===== src/rtl/bus_arbiter_if.sv =====
// 68000 bus-arbitration signal bundle shared between the CPU pins, DMA requesters
// and bus_arbiter. The master modport is the arbiter side.
interface bus_arbiter_if #(
    parameter int unsigned NUM_REQ = 2
);
    logic               as_n;
    logic               bg_n;
    logic               br_n;
    logic               bgack_n;
    logic [NUM_REQ-1:0] req;
    logic [NUM_REQ-1:0] gnt;
    logic               preempt;
    logic               busy;

    modport master (
        input  as_n, bg_n, req,
        output br_n, bgack_n, gnt, preempt, busy
    );

    modport slave (
        output as_n, bg_n, req,
        input  br_n, bgack_n, gnt, preempt, busy
    );
endinterface


===== src/rtl/bus_arbiter.sv =====
// Round-robin DMA bus-mastership controller driving the 68000 BR/BG/BGACK handshake,
// with bounded tenure (preempt) and an enforced CPU gap between tenures.
module bus_arbiter #(
    parameter int unsigned NUM_REQ    = 2,
    parameter int unsigned MAX_TENURE = 64,
    parameter int unsigned CPU_GAP    = 4
) (
    input logic           clk,
    input logic           reset,
    bus_arbiter_if.master bus
);
    localparam int unsigned PW = (NUM_REQ > 1) ? $clog2(NUM_REQ) : 1;
    localparam int unsigned TW = (MAX_TENURE > 0) ? $clog2(MAX_TENURE + 1) : 1;

    typedef enum logic [2:0] {
        IDLE,
        REQUEST,
        WAIT_IDLE,
        OWNED,
        RELEASE,
        GAP
    } state_e;

    state_e             state_q, state_d;
    logic               br_n_q, br_n_d;
    logic               bgack_n_q, bgack_n_d;
    logic               preempt_q, preempt_d;
    logic [NUM_REQ-1:0] gnt_q, gnt_d;
    logic [PW-1:0]      ptr_q, ptr_d;
    logic [TW-1:0]      ten_q, ten_d;
    logic [7:0]         gap_q, gap_d;

    logic [PW-1:0]      win_idx;
    logic               win_found;
    int unsigned        cand;
    logic               req_any;

    assign req_any = |bus.req;

    // First asserted request searching upward from the slot after the last winner.
    always_comb begin
        win_idx   = ptr_q;
        win_found = 1'b0;
        cand      = 0;
        for (int unsigned i = 1; i <= NUM_REQ; i++) begin
            cand = (32'(ptr_q) + i) % NUM_REQ;
            if (!win_found && bus.req[PW'(cand)]) begin
                win_idx   = PW'(cand);
                win_found = 1'b1;
            end
        end
    end

    always_ff @(posedge clk) begin
        if (reset) begin
            state_q   <= IDLE;
            br_n_q    <= 1'b1;
            bgack_n_q <= 1'b1;
            preempt_q <= 1'b0;
            gnt_q     <= '0;
            ptr_q     <= PW'(NUM_REQ - 1);
            ten_q     <= '0;
            gap_q     <= '0;
        end else begin
            state_q   <= state_d;
            br_n_q    <= br_n_d;
            bgack_n_q <= bgack_n_d;
            preempt_q <= preempt_d;
            gnt_q     <= gnt_d;
            ptr_q     <= ptr_d;
            ten_q     <= ten_d;
            gap_q     <= gap_d;
        end
    end

    always_comb begin
        state_d   = state_q;
        br_n_d    = br_n_q;
        bgack_n_d = bgack_n_q;
        preempt_d = preempt_q;
        gnt_d     = gnt_q;
        ptr_d     = ptr_q;
        ten_d     = ten_q;
        gap_d     = gap_q;

        case (state_q)
            IDLE: begin
                if (req_any) begin
                    state_d = REQUEST;
                    br_n_d  = 1'b0;
                end
            end
            REQUEST: begin
                if (!bus.bg_n) begin
                    state_d = WAIT_IDLE;
                end else if (!req_any) begin
                    state_d = GAP;
                    br_n_d  = 1'b1;
                    gap_d   = '0;
                end
            end
            WAIT_IDLE: begin
                // A withdrawn request wins over a simultaneous AS release.
                if (!req_any) begin
                    state_d = GAP;
                    br_n_d  = 1'b1;
                    gap_d   = '0;
                end else if (bus.as_n) begin
                    state_d        = OWNED;
                    bgack_n_d      = 1'b0;
                    br_n_d         = 1'b1;
                    gnt_d          = '0;
                    gnt_d[win_idx] = 1'b1;
                    ptr_d          = win_idx;
                    ten_d          = '0;
                end
            end
            OWNED: begin
                if (!bus.req[ptr_q]) begin
                    state_d   = RELEASE;
                    gnt_d     = '0;
                    bgack_n_d = 1'b1;
                    preempt_d = 1'b0;
                end else begin
                    if (ten_q != TW'(MAX_TENURE)) begin
                        ten_d = ten_q + TW'(1);
                    end
                    if ((MAX_TENURE != 0) && (ten_d == TW'(MAX_TENURE))) begin
                        preempt_d = 1'b1;
                    end
                end
            end
            RELEASE: begin
                state_d = GAP;
                gap_d   = '0;
            end
            GAP: begin
                // Exits after max(CPU_GAP,1) cycles in GAP.
                if (({1'b0, gap_q} + 9'd1) >= 9'(CPU_GAP)) begin
                    state_d = IDLE;
                end else begin
                    gap_d = gap_q + 8'd1;
                end
            end
            default: begin
                state_d = IDLE;
            end
        endcase
    end

    assign bus.br_n    = br_n_q;
    assign bus.bgack_n = bgack_n_q;
    assign bus.gnt     = gnt_q;
    assign bus.preempt = preempt_q;
    assign bus.busy    = (state_q != IDLE);
endmodule

===== src/flat_wrapper.sv =====
// flat-port wrapper written by rule: the top's interface ports become plain ports
module bus_arbiter_flat 
#(
    parameter int unsigned NUM_REQ    = 2,
    parameter int unsigned MAX_TENURE = 64,
    parameter int unsigned CPU_GAP    = 4
)
  (clk, reset, bus_as_n, bus_bg_n, bus_req, bus_br_n, bus_bgack_n, bus_gnt, bus_preempt, bus_busy);
  bus_arbiter_if #(.NUM_REQ(NUM_REQ)) bus_i ();
  input logic clk;
  input logic reset;
  input wire logic [$bits(bus_i.as_n)-1:0] bus_as_n;
  input wire logic [$bits(bus_i.bg_n)-1:0] bus_bg_n;
  input wire logic [$bits(bus_i.req)-1:0] bus_req;
  output wire logic [$bits(bus_i.br_n)-1:0] bus_br_n;
  output wire logic [$bits(bus_i.bgack_n)-1:0] bus_bgack_n;
  output wire logic [$bits(bus_i.gnt)-1:0] bus_gnt;
  output wire logic [$bits(bus_i.preempt)-1:0] bus_preempt;
  output wire logic [$bits(bus_i.busy)-1:0] bus_busy;
  assign bus_i.as_n = bus_as_n;
  assign bus_i.bg_n = bus_bg_n;
  assign bus_i.req = bus_req;
  assign bus_br_n = bus_i.br_n;
  assign bus_bgack_n = bus_i.bgack_n;
  assign bus_gnt = bus_i.gnt;
  assign bus_preempt = bus_i.preempt;
  assign bus_busy = bus_i.busy;
  bus_arbiter #(.NUM_REQ(NUM_REQ), .MAX_TENURE(MAX_TENURE), .CPU_GAP(CPU_GAP)) u_core (.clk(clk), .reset(reset), .bus(bus_i));
endmodule

===== config.mk =====
export PLATFORM = sky130hd
export DESIGN_NAME = bus_arbiter_flat
export DESIGN_NICKNAME = d
export VERILOG_FILES = /design/src/rtl/bus_arbiter_if.sv /design/src/rtl/bus_arbiter.sv /design/src/flat_wrapper.sv
export SDC_FILE = /design/constraint.sdc
export NUM_CORES = 1
export LEC_CHECK = 0
export CAP_MARGIN = 20
export CORE_UTILIZATION = 55
export CTS_CLUSTER_DIAMETER = 80
export CTS_CLUSTER_SIZE = 20
export DETAILED_ROUTE_END_ITERATION = 6
export GPL_ROUTABILITY_DRIVEN = 0
export PLACE_DENSITY = 0.77
export SYNTH_ARGS = -nofsm -noshare
export SYNTH_HDL_FRONTEND = slang
export SYNTH_SLANG_ARGS = --single-unit

===== constraint.sdc =====
create_clock -name clk -period 2.39 [get_ports clk]
set_clock_uncertainty 0.2 [all_clocks]
set_input_delay 0.239 -clock clk [delete_from_list [all_inputs] [get_ports clk]]
set_output_delay 0.239 -clock clk [all_outputs]
set_load 0.01 [all_outputs]

### Yosys cells after proc, flatten, opt, wreduce, memory -nomap -nowiden

Cells that the tools add are included.

| storage, ports and cells | value |
|---|---|
| logic and storage cells | 100 |
| output and inout bits | 6 |
| input port bits | 6 |
| flip-flop bits (word level) | 24 |

| cells by class | value |
|---|---|
| mux-type cells | 46 |
| magnitude comparators | 6 |
| reduce and logical (&&, ||, !) cells | 16 |
| equal/unequal tests | 19 |
| add/sub/neg operators | 5 |

Operators with widths:

| cell | number |
|---|---|
| $mux W7 | 6 |
| $pmux W8 S4 | 1 |
| $mux W8 | 3 |
| $mux W3 | 7 |
| $mux W1 | 20 |
| $pmux W3 S6 | 1 |
| $pmux W7 S2 | 1 |
| $ne A2 B2 Y1 const B | 6 |
| $reduce_and A5 Y1 | 2 |
| $add A8 B1 Y9 const B | 1 |
| $ge A9 B3 Y1 const B | 1 |
| $add A8 B1 Y8 const B | 1 |
| $lt A1 B2 Y1 const B | 4 |
| $ne A2 B1 Y1 const B | 4 |
| $reduce_and A4 Y1 | 2 |
| $add A7 B1 Y7 const B | 1 |
| $eq A7 B7 Y1 const B | 1 |
| $ne A7 B7 Y1 const B | 1 |
| $eq A3 B2 Y1 const B | 2 |
| $eq A3 B3 Y1 const B | 2 |
| $mux W2 | 3 |
| $ne A3 B3 Y1 const B | 2 |
| $reduce_and A3 Y1 | 2 |
| $reduce_bool A3 Y1 | 2 |
| 14 further kinds | 16 |

### Depth between registers and ports, before layout

Gate-level depths: netlist of run 1.

| depth | value |
|---|---|
| depth in word-level cells | 14 |
| gate-level depth with buffers | 7 |
| depth with buffers taken out | 7 |

### Worst setup path before layout of run 1

No wires, ideal clock.

| timing path | value |
|---|---|
| path kind | reg2reg |
| from | reg u_core.gap_q[0] |
| to | reg u_core.gap_q[0] |
| path slack | 251 ps |
| data required time | 2073 ps |
| arrival | 1822 ps |
| period minus slack after synthesis | 2139 ps |
| stages on the path, launching flop included | 6 |
| library setup time | 117 ps |
| buffers on the path | 0 |
| path through | dfxtp_1 -> ha_1 -> or4_1 -> a222oi_1 -> o21ai_1 -> a22o_1 |

| on the way | value |
|---|---|
| longest elaborated chain between the ends | 4 |
| elaborated cells on any way between the ends | 9 |
| classes of those cells | add/sub: 2; order compare: 1; eq/ne: 1; mux: 4; reduce/logical: 1 |

Ends and longest elaborated chain:

| what | line | text |
|---|---|---|
| from (decl) | bus_arbiter.sv:31 | `logic [7:0] gap_q, gap_d;` |
| from (signal assigned) | bus_arbiter.sv:72 | `gap_q <= gap_d;` |
| $add A8 B1 Y9 | bus_arbiter.sv:139 | `if (({1'b0, gap_q} + 9'd1) >= 9'(CPU_GAP)) begin` |
| $ge A9 B3 Y1 | bus_arbiter.sv:139 |  |
| $ne A2 B2 Y1 (no source line) | -- |  |
| $reduce_and A3 Y1 (no source line) | -- |  |

Several ways; a longest one is shown, not always the timed one. The select of a mux whose other input is x is not followed.
A chain may end at the register's enable or synchronous reset.

### Worst setup path in the final report of run 1

Ends and elaborated chain as after synthesis.

==> results_dict.tcl, run 1 <==
set metrics [dict create \
    setup_viol 0 \
    start_kind "flop" \
    fillerInstances 187 \
    wl_met2_um 1305 \
    end_kind "flop" \
    cp.arrival_ns 2.25 \
    avgSynthCellArea_sq_um 8.163 \
    wl_um 2826 \
    grt.total_usage_pct 23.93 \
    cts_resized 0 \
    dp_hpwl_um 2098 \
    port_buffers 11 \
    final_util_pct 67.73 \
    synth_ff_type "dfxtp_1" \
    dieWidth_um 51.93 \
    dp.cells 201 \
    numClockSinks 24 \
    antennaDiodeCount 0 \
    ant_nets 0 \
    rsz0062_at_grt "false" \
    cts_tree "built" \
    synth-seq-area-share_pct 35.04 \
    route.detailed.drc 0 \
    power_uw 776.5 \
    cts_buffers 3 \
    synth-warning-count 0 \
    worstSetupPathType "flop to flop" \
    hold_violations 0 \
    power_density_nw_per_um2 503.7 \
    regArea_sq_um 480.5 \
    core_area_sq_um 2276 \
    htreeDepth 1 \
    most-common-layout-cells "dfxtp_1 (24), nor2_1 (18), a21oi_1 (11), clkdlybuf4s50_1 (11), nor3_1 (8)" \
    period_share_pct 93.27 \
    worstHoldPathType "flop to flop" \
    grt_max_degree 20 \
    multiInputGateArea_sq_um 842.1 \
    hold_buffers 0 \
    drt-initial-drc-count 24 \
    slew_headroom_pct 66.12 \
    met3_length_um 143 \
    tightest_slew_ns 0.5075 \
    maxCapViolations 0 \
    synth_edf_count 0 \
    final_common_cell "dfxtp_1" \
    fin_setup_tns_ns 0 \
    grt_overflow 0 \
    power_leakage_nw 0.6066 \
    status "finished clean" \
    drtPass1Iterations 6 \
    clockRootBuffer "clkbuf_4" \
    maxSlewViolCount 0 \
    period_needed_ns 2.229 \
    wl_per_cell_um 13.79 \
    die_y_um 51.93 \
    syn_inst 168 \
    path_cells "ha_1 > or4_1 > a222oi_1 > buf_4 > o21ai_1 > a22o_1" \
    drive_above_1_share_pct 7.345 \
    slowest_delay_ns 0.42 \
    fin_cells 205 \
    ys_seq_elements 24 \
    cts.clk_slew.worst_paths_ns 0.13 \
    viasPerCell 6.171 \
    worst-path-max-fanout 7 \
    synthesis.nets 177 \
    clkLatencyLatePin_ns 0.31 \
    antenna_found_initial 0 \
    rows 17 \
    start_util_pct 60.25 \
    grt_pass1_vias 1147 \
    cts_setup_buffers 0 \
    ir_drop_uv 471.0 \
    clock_path_buffers 2 \
    r2r_setup_slack_ns 0.16 \
    synth_area_sq_um 1371 \
    fmax_mhz 448.6 \
    cp_slowest_cell "or4_1" \
    worstPathRequired_ns 2.41 \
    finalNetCount 187 \
    async_flop_share_pct 0 \
    routed.top_layer "met4" \
    met1_length_um 1347 \
    vias 1265 \
    area_delta_synth_final_pct 12.41 \
    ios 12 \
    dieArea_sq_um 2697 \
    grt_first_pass_wirelength_um 4871 \
    synthDistinctLibCells 50 \
]
## final timing paths
check | to | startpoint | cells past startpoint
worst max-delay path | u_core.gap_q[0] | u_core.gap_q[0] | 6
worst min-delay path | u_core.bus.bgack_n | u_core.bus.bgack_n | 2
worst max register to register | u_core.gap_q[0] | u_core.gap_q[0] | 6
worst min register to register | u_core.bus.bgack_n | u_core.bus.bgack_n | 2
## stage by stage
step                hold slack [ns]  area (sq um)  worst slack (ns)
finish                       0.2543          1541            0.1609
global route                 0.2902          1541           0.01742
CTS                          0.2583          1541            0.1425
detailed placement           0.2396          1505            0.1485
global placement             0.2343          1505            0.1976
floorplan                    0.2471          1371            0.2507
## flip-flops by register name (all words and copies together) (netlist names)
| register | count |
|---|---|
| u_core.bus.br_n | 1 |
| u_core.gap_q | 8 |
| u_core.ten_q | 7 |
| u_core.ptr_q | 1 |
| u_core.bus.gnt | 2 |
| u_core.state_q | 3 |
| u_core.bus.preempt | 1 |
| u_core.bus.bgack_n | 1 |
## power by group
group	switching (mW)	internal, mW
clock	0.122	0.0931
combinational	0.0594	0.0633
sequential	0.0264	0.412
## area by class of cell
cell class	count	area share, %
Multi-Input combinational cell	131	54.63
Sequential cell	24	31.17
Timing Repair Buffer	14	8.604
Clock buffer	4	2.354
Tap cell	28	2.273
Inverter	4	0.9740
## cells by family after synthesis
family	Yosys count	synth area share (%)
compound gates	47	23.63
buf+inv	13	3.558
fa+ha+maj	3	2.738
xor+xnor	5	3.194
mux	3	2.190
simple gates	73	29.65
flops	24	35.04
## worst max-delay path: cells and delay by family (launching register included)
| kind | cells | cell delay, ns |
|---|---|---|
| fa+ha+maj | 1 | 0.26 |
| simple gates | 1 | 0.42 |
| compound gates | 3 | 0.70 |
| buf+inv | 1 | 0.19 |
| flops | 1 | 0.37 |
## synth_stat cells (4+ instances only)
master | n | share of area [%]
dfxtp_1 | 24 | 35
nor2_1 | 18 | 4.9
a21oi_1 | 11 | 4.0
and2_1 | 7 | 3.2
nor3_1 | 8 | 2.9
o21ai_0 | 5 | 1.8
inv_1 | 4 | 1.1
a31oi_1 | 6 | 2.7
clkbuf_1 | 9 | 2.5
nand2_1 | 7 | 1.9
## layer usage
metal,vias up,global-route usage [%]
met5,-,0
met4,0,7.207
met3,6,7.018
met2,35,39.74
met1,586,29.46
li1,638,-
Power figures use the tool's default switching activity.
==> inputs of run 2 (changes only) <==
- CORE_MARGIN: not set -> 2
==> run 2 against run 1 <==
  * Wire length is essentially flat
  * Global-route usage fell by 2.3 points
  * Largest power group unchanged
  * Cell count up 0.98%
  * Utilization fell by 3.0 points
  * Worst hold slack improved by 0.0055 ns
  * Sequential power about the same
  * Total power grew 10%
  * Sequential cell count unchanged
  * Clock power up 38%
  * Die area rose by 7.9%
==> results_dict.tcl, run 2 (synthesized netlist as in run 1, its figures left out) <==
set metrics [dict create \
    clkLatencyLatePin_ns 0.31 \
    tightest_slew_ns 0.5008 \
    fin_cells 207 \
    die_y_um 53.93 \
    final_common_cell "dfxtp_1" \
    wl_um 2824 \
    maxSlewViolCount 0 \
    r2r_cells 6 \
    start_kind "flop" \
    power_leakage_nw 0.6136 \
    status "finished clean" \
    power_uw 857.1 \
    area_delta_synth_final_pct 13.78 \
    cts_resized 0 \
    r2r_end "u_core.gap_q[0]" \
    ios 12 \
    wl_per_cell_um 13.64 \
    reg2reg_from "u_core.gap_q[0]" \
    grt.total_usage_pct 21.63 \
    hold_violations 0 \
    clock_path_buffers 2 \
    antennaDiodeCount 0 \
    dieArea_sq_um 2908 \
    cts.clk_slew.worst_paths_ns 0.13 \
    finalNetCount 187 \
    reg_top3 "u_core.gap_q x8, u_core.ten_q x7, u_core.state_q x3" \
    drt-initial-drc-count 36 \
    dp.cells 203 \
    cts_setup_buffers 0 \
    dieWidth_um 53.93 \
    antenna_found_initial 0 \
    rsz0062_at_grt "false" \
    hold_depth 2 \
    setup_viol 0 \
    top_register "u_core.gap_q" \
    rows 18 \
    grt_pass1_vias 1060 \
    power_density_nw_per_um2 549.4 \
    ant_nets 0 \
    cts_tree "built" \
    worst-path-max-fanout 7 \
    worstSetupPathType "flop to flop" \
    vias 1245 \
    most-common-layout-cells "dfxtp_1 (24), nor2_1 (18), a21oi_1 (11), clkdlybuf4s50_1 (11), nor3_1 (8)" \
    worstHoldStart "u_core.bus.bgack_n" \
    period_needed_ns 2.234 \
    fmax_mhz 447.6 \
    grt_overflow 0 \
    viasPerCell 6.014 \
    whs_ns 0.2598 \
    cts_buffers 3 \
    core_area_sq_um 2410 \
    hold_end "u_core.bus.bgack_n" \
    fin_ws_ns 0.1557 \
    ir_drop_uv 473.2 \
    maxCapViolations 0 \
    port_buffers 11 \
    worstPathRequired_ns 2.41 \
    drive_above_1_share_pct 7.345 \
    fillerInstances 208 \
    route.detailed.drc 0 \
    end_kind "flop" \
    largest_register_ffs 8 \
    r2r_setup_slack_ns 0.16 \
    numClockSinks 24 \
    hold_buffers 0 \
    start_util_pct 56.91 \
    pre_cts_ws_ns 0.1684 \
    grt_first_pass_wirelength_um 4678 \
    clockRootBuffer "clkbuf_4" \
    dp_hpwl_um 2003 \
    period_share_pct 93.48 \
    cp.arrival_ns 2.26 \
    slew_headroom_pct 66.57 \
    fin_setup_tns_ns 0 \
    grt_max_degree 20 \
    htreeDepth 1 \
    drtPass1Iterations 4 \
    worstHoldPathType "flop to flop" \
]
-- run 2: cell types whose count changed in the layout (fill, tap and decap cells not counted) --
cell       before  now
bufinv_16       0    1
clkbuf_8        1    0
-- run 2: final cells by class --
type	instances	area (sq um)	share of cell area, %
Inverter	4	15.01	0.9623
Clock buffer	3	22.52	1.443
Timing Repair Buffer	14	132.6	8.500
Clock inverter	1	30.03	1.925
Multi-Input combinational cell	131	842.1	53.97
Sequential cell	24	480.5	30.79
Tap cell	30	37.54	2.406
-- run 2: metal layers --
layer / global-route usage, % / vias to the layer above / part of all wire (%)
met1: 29.35 / 579 / 49
met5: 0 / - / 0
met4: 5.128 / 0 / 0.81
met3: 4.167 / 5 / 4.0
li1: - / 637 / -
met2: 35.16 / 24 / 46
-- run 2: how the worst max path moves through the flow --
stage                   endpoint  slack (ns)  depth (start not counted)             from
6_report         u_core.gap_q[0]        0.16                          6  u_core.gap_q[0]
4_1_cts          u_core.gap_q[0]        0.15                          6  u_core.gap_q[0]
2_1_floorplan    u_core.gap_q[0]        0.25                          5  u_core.gap_q[0]
3_5_place_dp   u_core.state_q[1]        0.17                          6       bus_req[1]
5_1_grt          u_core.gap_q[0]        0.05                          6  u_core.gap_q[0]
3_3_place_gp     u_core.gap_q[0]        0.19                          6  u_core.gap_q[0]
-- run 2: through the flow --
step	area, sq um	utilization [%]
after floorplan	1371	-
after global placement	1508	62.56
after detailed placement	1508	62.56
after CTS	1560	64.75
after global routing	1560	64.75
final	1560	64.75
-- run 2: critical path: stages, from the launching register on --
cell,delay (ns)
dfxtp_1,0.38
ha_1,0.27
or4_1,0.41
a222oi_1,0.36
buf_4,0.19
o21ai_1,0.12
a22o_1,0.22
-- run 2: power by group --
part	switching, mW	internal, mW	leakage [nW]
logic	0.0599	0.0634	0.391
clock network	0.126	0.170	0.0279
registers	0.0260	0.412	0.194
==> inputs of run 3 (changes only) <==
- CORE_UTILIZATION: 55 -> 51
- PLACE_DENSITY: 0.77 -> 0.75
- clock period: 2.39 -> 1.88 ns (I/O delays scaled with it)
==> run 3 against run 2 <==
  * Sequential cell count did not move
  * Combinational power rose by 67%
  * Largest cell class unchanged
  * Sequential power rose by 26%
  * Count of clock-buffer cells in the layout did not move
  * Die area rose by 7.3%
  * Setup slack got worse by 0.35 ns
  * Highest routed layer unchanged
  * Register-to-register slack got worse by 0.35 ns
  * Maximum frequency rose by 7.5%
  * The run now ends with setup timing left
  * Worst hold slack got worse by 0.0018 ns
  * Non-clock buffer count rose by 27
==> results_dict.tcl, run 3 (synthesized netlist as in run 1, its figures left out) <==
set metrics [dict create \
    status "finished, violations left" \
    failed_checks "setup timing" \
    port_buffers 11 \
    clockRootBuffer "clkbuf_4" \
    wl_um 3368 \
    rows 18 \
    maxSlewViolCount 0 \
    antennaDiodeCount 0 \
    dieArea_sq_um 3120 \
    grt_overflow 0 \
    drt-initial-drc-count 48 \
    htreeDepth 1 \
    ant_nets 0 \
    grt_first_pass_wirelength_um 5802 \
    most-common-layout-cells "buf_4 (29), nor2_1 (18), dfxtp_1 (17)" \
    ir_drop_uv 453.2 \
    vias 1390 \
    final_common_cell "buf_4" \
    cts.clk_slew.worst_paths_ns 0.13 \
    grt_max_degree 17 \
    power.share.clock_pct 22.7 \
    area_delta_synth_final_pct 34.85 \
    route.detailed.drc 0 \
    power.switching_uw 270.3 \
    worstPathRequired_ns 1.89 \
    dieWidth_um 55.86 \
    hold_violations 0 \
    antenna_found_initial 0 \
    setup_viol 10 \
    start_util_pct 54.37 \
    rsz0062_at_grt "true" \
    final_util_pct 73.31 \
    top_register "u_core.gap_q" \
    core_area_sq_um 2522 \
    dp_hpwl_um 2465 \
    cp.arrival_ns 2.09 \
    viasPerCell 5.966 \
    maxCapViolations 0 \
    switching_share_pct 27.62 \
    p_int_uw 708.6 \
    pwr-share-seq_pct 56.2 \
    ios 12 \
    clkLatencyLatePin_ns 0.30 \
    cts_tree "built" \
    drive_above_1_share_pct 30.05 \
    fin_ws_ns -0.1987 \
    grt_pass1_vias 1380 \
    slew_headroom_pct 71.66 \
    start_kind "flop" \
    cts_buffers 3 \
    fin_setup_tns_ns -1.522 \
    tightest_slew_ns 0.4206 \
    fmax_mhz 481.1 \
    reg_top3 "u_core.gap_q x8, u_core.ten_q x7, u_core.state_q x3" \
    drtPass1Iterations 5 \
    power_density_nw_per_um2 529.4 \
    period_needed_ns 2.079 \
    power_frac_comb_pct 21.1 \
    clock_path_buffers 2 \
    worstSetupPathType "flop to flop" \
    power_leakage_nw 0.7614 \
    finalNetCount 214 \
    wl_per_cell_um 14.45 \
    power_uw 978.9 \
    largest_register_ffs 8 \
    period_share_pct 110.6 \
    final_area_sq_um 1849 \
    worst-path-max-fanout 7 \
    grt.total_usage_pct 22.64 \
    numClockSinks 24 \
    end_kind "flop" \
    die_y_um 55.86 \
    placed_area_sq_um 1713 \
    pre_cts_ws_ns -0.2596 \
    worstHoldPathType "flop to flop" \
]
==> run 3: cell types whose count changed in the layout (fill, tap and decap cells not counted), sizes merged <==
| cell | change |
|---|---|
| clkdlybuf4s50 | -1 |
| bufinv | -1 |
| buf | +27 |
| dlygate4sd2 | +1 |
==> run 3: worst max-delay path, stage by stage (launching register included) <==
cell and delay [ns]:
dfxtp_4 0.38, ha_4 0.15, or4_1 0.40, a222oi_1 0.36, buf_4 0.20, o21ai_4 0.07, a22o_1 0.21
==> run 3: routing by layer <==
layer	vias to the layer above	GRT usage, %	wire length (um)
met5	-	0	0
met4	0	8.503	15
met3	2	3.023	85
met2	23	41.33	1766
met1	672	26.76	1500
li1	693	-	-
==> run 3: worst paths after layout <==
kind / from / to / slack [ns] / cells past startpoint
worst max-delay path: u_core.gap_q[0] / u_core.gap_q[0] / -0.20 / 6
worst min-delay path: u_core.bus.bgack_n / u_core.bus.bgack_n / 0.26 / 2
worst max register to register: u_core.gap_q[0] / u_core.gap_q[0] / -0.20 / 6
worst min register to register: u_core.bus.bgack_n / u_core.bus.bgack_n / 0.26 / 2
==> run 3: area by class of cell <==
type | count | area [sq um]
repair buffers | 41 | 337.8
fillers | 193 | 673.1
inverters | 4 | 15.01
well taps | 30 | 37.54
clock buffers | 3 | 22.52
flip-flops and latches | 24 | 499.2
multi-input cells | 131 | 937.1
==> run 3: power by group through the flow <==
stage | clock network (mW) | logic, mW | registers, mW
finish | 0.222 | 0.206 | 0.550
global route | 0.248 | 0.226 | 0.554
CTS | 0.227 | 0.201 | 0.551
detailed placement | 0 | 0.199 | 0.561
global placement | 0 | 0.193 | 0.561
floorplan | 0 | 0.121 | 0.549
==> run 3: metrics by stage <==
step                      hold slack (ns)  instances
final                              0.2580        233
after global routing               0.2821        233
after detailed placement           0.2356        228
after floorplan                    0.2513        168
after CTS                          0.2596        232
after global placement             0.2358        228
==> run 3: repair_timing <==
| action | in CTS | in global routing |
|---|---|---|
| buffers inserted | 1 | 1 |
| hold buffers | 0 | 0 |
| gates resized for setup | 13 | 16 |
| setup endpoints to repair | 14 | 15 |
| pin swaps | 3 | 6 |
